[config.mk]
export PLATFORM = sky130hd
export DESIGN_NAME = ahb_latency_ram
export DESIGN_NICKNAME = d
export VERILOG_FILES = /design/src/rtl/ahb_latency_ram.sv
export SDC_FILE = /design/constraint.sdc
export NUM_CORES = 1
export LEC_CHECK = 0
export ABC_AREA = 1
export BUFFER_PORTS_ARGS = -buffer_cell sky130_fd_sc_hd__buf_2
export CORE_AREA = 2 2 121 123
export DETAILED_ROUTE_END_ITERATION = 12
export DIE_AREA = 0 0 123 125
export PLACE_DENSITY_LB_ADDON = 0.1
export SLEW_MARGIN = 20
export SYNTH_ARGS = -nofsm -noshare
export SYNTH_HDL_FRONTEND = slang
export SYNTH_SLANG_ARGS = --single-unit
[constraint.sdc]
create_clock -name HCLK -period 1.35 [get_ports HCLK]
set_clock_uncertainty 0.05 [all_clocks]
set_input_delay 0.27 -clock HCLK [delete_from_list [all_inputs] [get_ports HCLK]]
set_output_delay 0.27 -clock HCLK [all_outputs]
set_load 0.05 [all_outputs]
[src/rtl/ahb_latency_ram.sv]
// rtl/ahb_latency_ram.sv - AHB-Lite SRAM subordinate with programmable data-phase wait states
// Optional feature macro AHB_LATENCY_RAM_BURST_EN: incrementing SEQ beats take zero wait states.
module ahb_latency_ram #(
    parameter int AHBW      = 64,
    parameter int ADDR_BITS = 12,
    parameter int LATENCY   = 0
) (
    input  logic                                HCLK,
    input  logic                                HRESETn,
    input  logic                                HSELRam,
    input  logic [ADDR_BITS+$clog2(AHBW/8)-1:0] HADDR,
    input  logic [1:0]                          HTRANS,
    input  logic                                HWRITE,
    input  logic [AHBW-1:0]                     HWDATA,
    input  logic [AHBW/8-1:0]                   HWSTRB,
    input  logic                                HREADY,
    output logic [AHBW-1:0]                     HREADRam,
    output logic                                HREADYRam,
    output logic                                HRESPRam,
    output logic                                RamCE,
    output logic                                RamWE,
    output logic [ADDR_BITS-1:0]                RamAddr,
    output logic [AHBW/8-1:0]                   RamByteMask,
    output logic [AHBW-1:0]                     RamWriteData,
    input  logic [AHBW-1:0]                     RamReadData
);
    localparam int BW   = AHBW / 8;
    localparam int OFFS = $clog2(BW);
    localparam int HAW  = ADDR_BITS + OFFS;
    localparam logic [3:0] CNT_INIT = (LATENCY > 0) ? 4'(LATENCY - 1) : 4'd0;

    typedef enum logic [1:0] {
        S_IDLE = 2'd0,
        S_WAIT = 2'd1,
        S_LAST = 2'd2,
        S_COLL = 2'd3
    } state_t;

    state_t                 state, state_d;
    logic [3:0]             cnt, cnt_d;
    logic [ADDR_BITS-1:0]   addr_q;
    logic                   write_q;
    logic                   take;
    logic                   burst_fast;
    logic                   fast;
    logic                   collide;
    logic                   issue_now;

    // A transfer can only be taken while this slave has no wait pending.
    assign take = HSELRam && HREADY && HTRANS[1] && (state == S_IDLE || state == S_LAST);

`ifdef AHB_LATENCY_RAM_BURST_EN
    logic [HAW-1:0] prev_addr;

    always_ff @(posedge HCLK or negedge HRESETn) begin
        if (!HRESETn) begin
            prev_addr <= '0;
        end else if (take) begin
            prev_addr <= HADDR;
        end
    end

    assign burst_fast = (HTRANS == 2'b11) && (HADDR == prev_addr + HAW'(BW));
`else
    logic unused_burst;

    assign burst_fast   = 1'b0;
    assign unused_burst = ^{HTRANS[0], HADDR[OFFS-1:0]};
`endif

    assign fast = (LATENCY == 0) || burst_fast;

    // A zero-wait read cannot use the SRAM while a write owns it in LAST.
    assign collide   = take && fast && !HWRITE && (state == S_LAST) && write_q;
    assign issue_now = take && fast && !HWRITE && !collide;

    always_ff @(posedge HCLK or negedge HRESETn) begin
        if (!HRESETn) begin
            state   <= S_IDLE;
            cnt     <= 4'd0;
            addr_q  <= '0;
            write_q <= 1'b0;
        end else begin
            state <= state_d;
            cnt   <= cnt_d;
            if (take) begin
                addr_q  <= HADDR[HAW-1:OFFS];
                write_q <= HWRITE;
            end
        end
    end

    always_comb begin
        state_d = state;
        cnt_d   = cnt;
        case (state)
            S_IDLE, S_LAST: begin
                if (take) begin
                    if (collide) begin
                        state_d = S_COLL;
                    end else if (fast) begin
                        state_d = S_LAST;
                    end else begin
                        state_d = S_WAIT;
                        cnt_d   = CNT_INIT;
                    end
                end else begin
                    state_d = S_IDLE;
                end
            end
            S_WAIT: begin
                if (cnt == 4'd0) begin
                    state_d = S_LAST;
                end else begin
                    cnt_d = cnt - 4'd1;
                end
            end
            S_COLL: begin
                state_d = S_LAST;
            end
            default: begin
                state_d = S_IDLE;
            end
        endcase
    end

    always_comb begin
        HREADYRam    = (state == S_IDLE) || (state == S_LAST);
        HRESPRam     = 1'b0;
        HREADRam     = '0;
        RamCE        = 1'b0;
        RamWE        = 1'b0;
        RamAddr      = addr_q;
        RamByteMask  = '1;
        RamWriteData = HWDATA;

        if (state == S_LAST && !write_q) begin
            HREADRam = RamReadData;
        end

        if (state == S_LAST && write_q) begin
            RamCE       = 1'b1;
            RamWE       = 1'b1;
            RamByteMask = HWSTRB;
        end else if (state == S_WAIT && cnt == 4'd0 && !write_q) begin
            RamCE = 1'b1;
        end else if (state == S_COLL) begin
            RamCE = 1'b1;
        end

        // Zero-wait reads issue in their own address phase.
        if (issue_now) begin
            RamCE   = 1'b1;
            RamAddr = HADDR[HAW-1:OFFS];
        end
    end
endmodule
# Yosys cells after proc, flatten, opt, wreduce, memory -nomap -nowiden
# Cells that the tools add are included.
# W data, S select, Z words.
totals:
  input_bits: 158
  register_bits: 19
  output_inout_bits: 152
  wordCells: 41
classes:
  n_mux: 12
  n_eq_ne: 4
  n_reduce_logical: 19
  n_addsub: 1
  bitwise_logic: 1
ops:
  columns: ["cell", "count"]
  rows:
  - ["$mux W64", 1]
  - ["$mux W12", 1]
  - ["$logic_and A1 B1 Y1", 11]
  - ["$mux W8", 1]
  - ["$mux W1", 6]
  - ["$pmux W2 S3", 1]
  - ["$eq A2 B2 Y1 const B", 2]
  - ["$logic_not A4 Y1", 1]
  - ["$mux W2", 2]
  - ["$sub A4 B1 Y4 const B", 1]
  - ["$logic_not A1 Y1", 3]
  - ["$eq A2 B1 Y1 const B", 1]
  - ["$logic_not A2 Y1", 1]
  - ["$ne A2 B2 Y1 const B", 1]
  - ["$reduce_and A2 Y1", 1]
  - ["$reduce_or A2 Y1", 1]
  - ["$logic_or A1 B1 Y1", 1]
  - ["$not A1 Y1", 1]

# Depth between registers and ports, before layout
depth:
  depth_word: 9
  depth_mapped: 7
  mapped_depth_nobuf: 7

# Least setup slack after synthesis
# No wires, ideal clock.
synth_timing:
  path_kind: "flip-flop to output port"
  start: "register state[0]"
  end: "output port HREADRam[10]"
  path_slack_ns: -0.578
  arrival_ns: 1.608
  required_ns: 1.030
  path_buffers: 1
  stages_incl_launch_ff: 5
  cell_sequence: "dfrtp_1 inv_4 nand3_2 buf_2 nor2_1"
synth_via:
  elab_chain_cells: 3
synth_rtl:
  columns: ["element", "line_no", "text"]
  rows:
  - ["start, declared", "39", "state_t state, state_d;"]
  - ["start signal, assigned", "84", "state <= state_d;"]
  - ["$eq A2 B2 Y1", "137", "if (state == S_LAST && !write_q) begin"]
  - ["$logic_and A1 B1 Y1", "137", null]
  - ["$mux W64", "137", null]
  - ["end, declared", "17", "output logic [AHBW-1:0] HREADRam,"]
# Every way passes these cells.

# Worst setup path after layout
layout_timing:
  start: "register state[0]"
  end: "output port HREADRam[45]"
# The elaborated chain is that of the path after synthesis.

==> summary.md <==
| Metric | Value |
|---|---|
| Clk_lat worst skew | 0.25 ns |
| Placer Congestion | 0.708 |
| Total congestion overflow | 0 |
| DRC violations left | 0 |
| Row Count | 44 |
| Synthesized cell area | 0.00214 mm² |
| Asr flop ratio synth | 1.00 |
| Cts bufs inserted | 3 |
| Initial antenna violation count | 0 |
| Post-synth EDFFs | 0 |
| Fin nets | 655 |
| Die Wd | 123 µm |
| Most frequent cells in the layout | 90 x buf_2, 72 x inv_1, 62 x buf_6 |
| Worst setup SP type | register |
| Wire length per cell | 11.7 µm |
| Final worst setup slack | -0.511 ns |
| Vias/cell | 3.73 |
| Leakage | 2.38 nW |
| Slowest-stage cell, CP | dfrtp_1 |
| Core region area | 0.0142 mm² |
| Die ar. | 0.0154 mm² |
| Final Slew Violations | 0 |
| Max Cap Viol | 0 |
| Class of the most critical setup path | reg2out |
| Critical R2R Capture | addr_q[4] |
| TritonRoute pass-1 iters | 4 |
| Commonest non-fill, non-tap cell in the layout | buf_2 |
| Layout cells sized above 1 | 0.661 |
| Worst hold path class | in2reg |
| Finished Layout Cells | 679 |
| TritonCTS clock tree | done |
| Status | finished with violations |
| Largest net degree at the start of global routing | 28 |
| RSZ-0062 raised after global routing | true |
| Initial Util | 0.151 |
| Buffers on Ports | 176 |
| FMAX | 537 MHz |
| Pwr per Cell Area | 618 mW/mm² |
| Min Tclk post-route | 1.86 ns |
| Setup Viol. Count Final | 86 |
| DR iter-0 viols | 42 |
| Seq/Total Area, Yosys | 0.222 |
| Worst path max stage delay | 0.40 ns |
| WL final | 7910 µm |
| Worst R2R Start | state[0] |
| Syn Nets | 511 |
| Fill cells | 1483 |
| CTS root buf | clkbuf_16 |
| Inst Count DP | 660 |
| # IOs | 310 |
| H-Tree Depth | 1 |
| Synth Register Bits | 19 |
| Failing checks | setup timing |
| DP Worst Slack | -0.429 ns |
| Fin. Hold Viols | 0 |
| Final Cycle Share | 1.38 |
| Clock sink count | 19 |
| Netlist cell types | 24 |
| Reg2reg setup slack | 0.07 ns |
| Critical Path RT | 1.03 ns |
| Longest Clk Path Bufs | 2 |
| Synthesis Warnings | 0 |
| Syn Inst Count | 352 |
| WP data arrival | 1.54 ns |
| Post-synthesis average cell area | 6.09 µm² |
| Worst setup endpoint | HREADRam[45] |
| Post-route ant nets | 0 |
| Antenna diode count | 0 |
| CP max FO | 9 |
| Crit path cell chain | clkinv_4 > buf_6 > nand3_4 > buf_12 > clkbuf_16 > nor2_2 > buf_6 |
| P&R area growth vs syn | 111% |
| Worst setup EP type | primary output |
| Worst Setup SP | state[0] |
| Worst Reg2Reg Path Length in Cells | 8 |
| Most frequent CP cell | buf_6 |
| Main synth FF type | dfrtp_1 |
| Peak VDD IR | 491 µV |
| Die height | 125 µm |
| FF+latch area | 477 µm² |
| Tot GR Track Use | 0.0845 |
| Area of the multi-input gates | 0.00142 mm² |
| DPL Wire Length | 5810 µm |
| Number of global-route vias before repair | 2417 |
| Clk pin slew, worst setup/hold paths | 0.06 ns |
| First-pass GRT wire length | 10800 µm |
| Total number of vias | 2532 |
-- synth_stat cells (2+ instances only) --
cell type  instances  area share
nor2_1            67        0.12
buf_6              2       0.011
o21ai_0            3      0.0070
buf_2              9       0.021
or2_2              8       0.023
inv_1             73        0.13
dfrtp_1           19        0.22
nand3_4            2       0.016
buf_4             66        0.23
nand2_1           77        0.13
nand4_1           13       0.038
-- stage by stage --
| stage | setup TNS [ns] | instance area, µm² | util | power (mW) | hold WS (ns) |
|---|---|---|---|---|---|
| 4_1_cts | -41.09 | 3990 | 0.281 | 2.70 | 0.184 |
| 5_1_grt | -44.55 | 4530 | 0.319 | 2.96 | 0.209 |
| 6_report | -38.78 | 4530 | 0.319 | 2.80 | 0.190 |
| 3_3_place_gp | -24.18 | 3310 | 0.233 | 1.85 | 0.207 |
| 3_5_place_dp | -25.84 | 3310 | 0.233 | 1.84 | 0.204 |
| 2_1_floorplan | -22.60 | 2540 | - | 2.01 | -0.0756 |
-- worst max-delay path, delay by kind of cell (launching register included) --
family,cells,cell delay (ns)
buffers and inverters,5,0.69
flip-flops,1,0.40
AND/OR/NAND/NOR,2,0.17
-- cells by family after synthesis --
kind of cell	Yosys count	synth area share
simple gates	173	0.358
buf+inv	152	0.395
flops	19	0.222
compound gates	4	0.00934
xor+xnor	2	0.00817
fa+ha+maj	1	0.00584
other cells	1	0.00175
-- layout make-up --
class	count	area share
repair buffers	217	0.450
multi-input cells	181	0.314
flip-flops and latches	19	0.105
inverters	74	0.0633
well taps	184	0.0509
clock buffers	4	0.0174
-- flip-flops by register name (all words and copies together), names as in the netlist --
register	count
state	2
write_q	1
addr_q	12
cnt	4
-- what timing repair did --
item / 4_1_cts / 5_1_grt
hold endpoints to repair: 19 / 0
gates resized for setup: 178 / 89
setup buffers: 4 / 4
hold buffers: 1 / 0
pin swaps: 5 / 3
gates cloned: 0 / 6
setup endpoints to repair: 87 / 100
-- power breakdown --
group	total, mW	leakage, nW	internal [mW]	switching (mW)
Combinational	1.49	2.10	0.618	0.875
Sequential	0.686	0.242	0.635	0.0509
Clock	0.617	0.0382	0.402	0.215
-- per-layer routing --
metal  global-route usage  part of all wire
met5                    0                 0
met3               0.0292              0.12
met4               0.0140            0.0029
met2                0.161              0.53
met1               0.0892              0.34
-- worst min-delay path by stage --
stage              start   endpoint  depth (start not counted)  slack [ns]
2_1_floorplan    HRESETn  addr_q[0]                          0       -0.08
3_3_place_gp     HRESETn  addr_q[6]                          1        0.21
3_5_place_dp     HRESETn  addr_q[4]                          1        0.20
4_1_cts        HADDR[10]  addr_q[7]                          3        0.18
5_1_grt         HADDR[3]  addr_q[0]                          3        0.21
6_report       HADDR[11]  addr_q[8]                          3        0.19
Power figures use the tool's default switching activity.
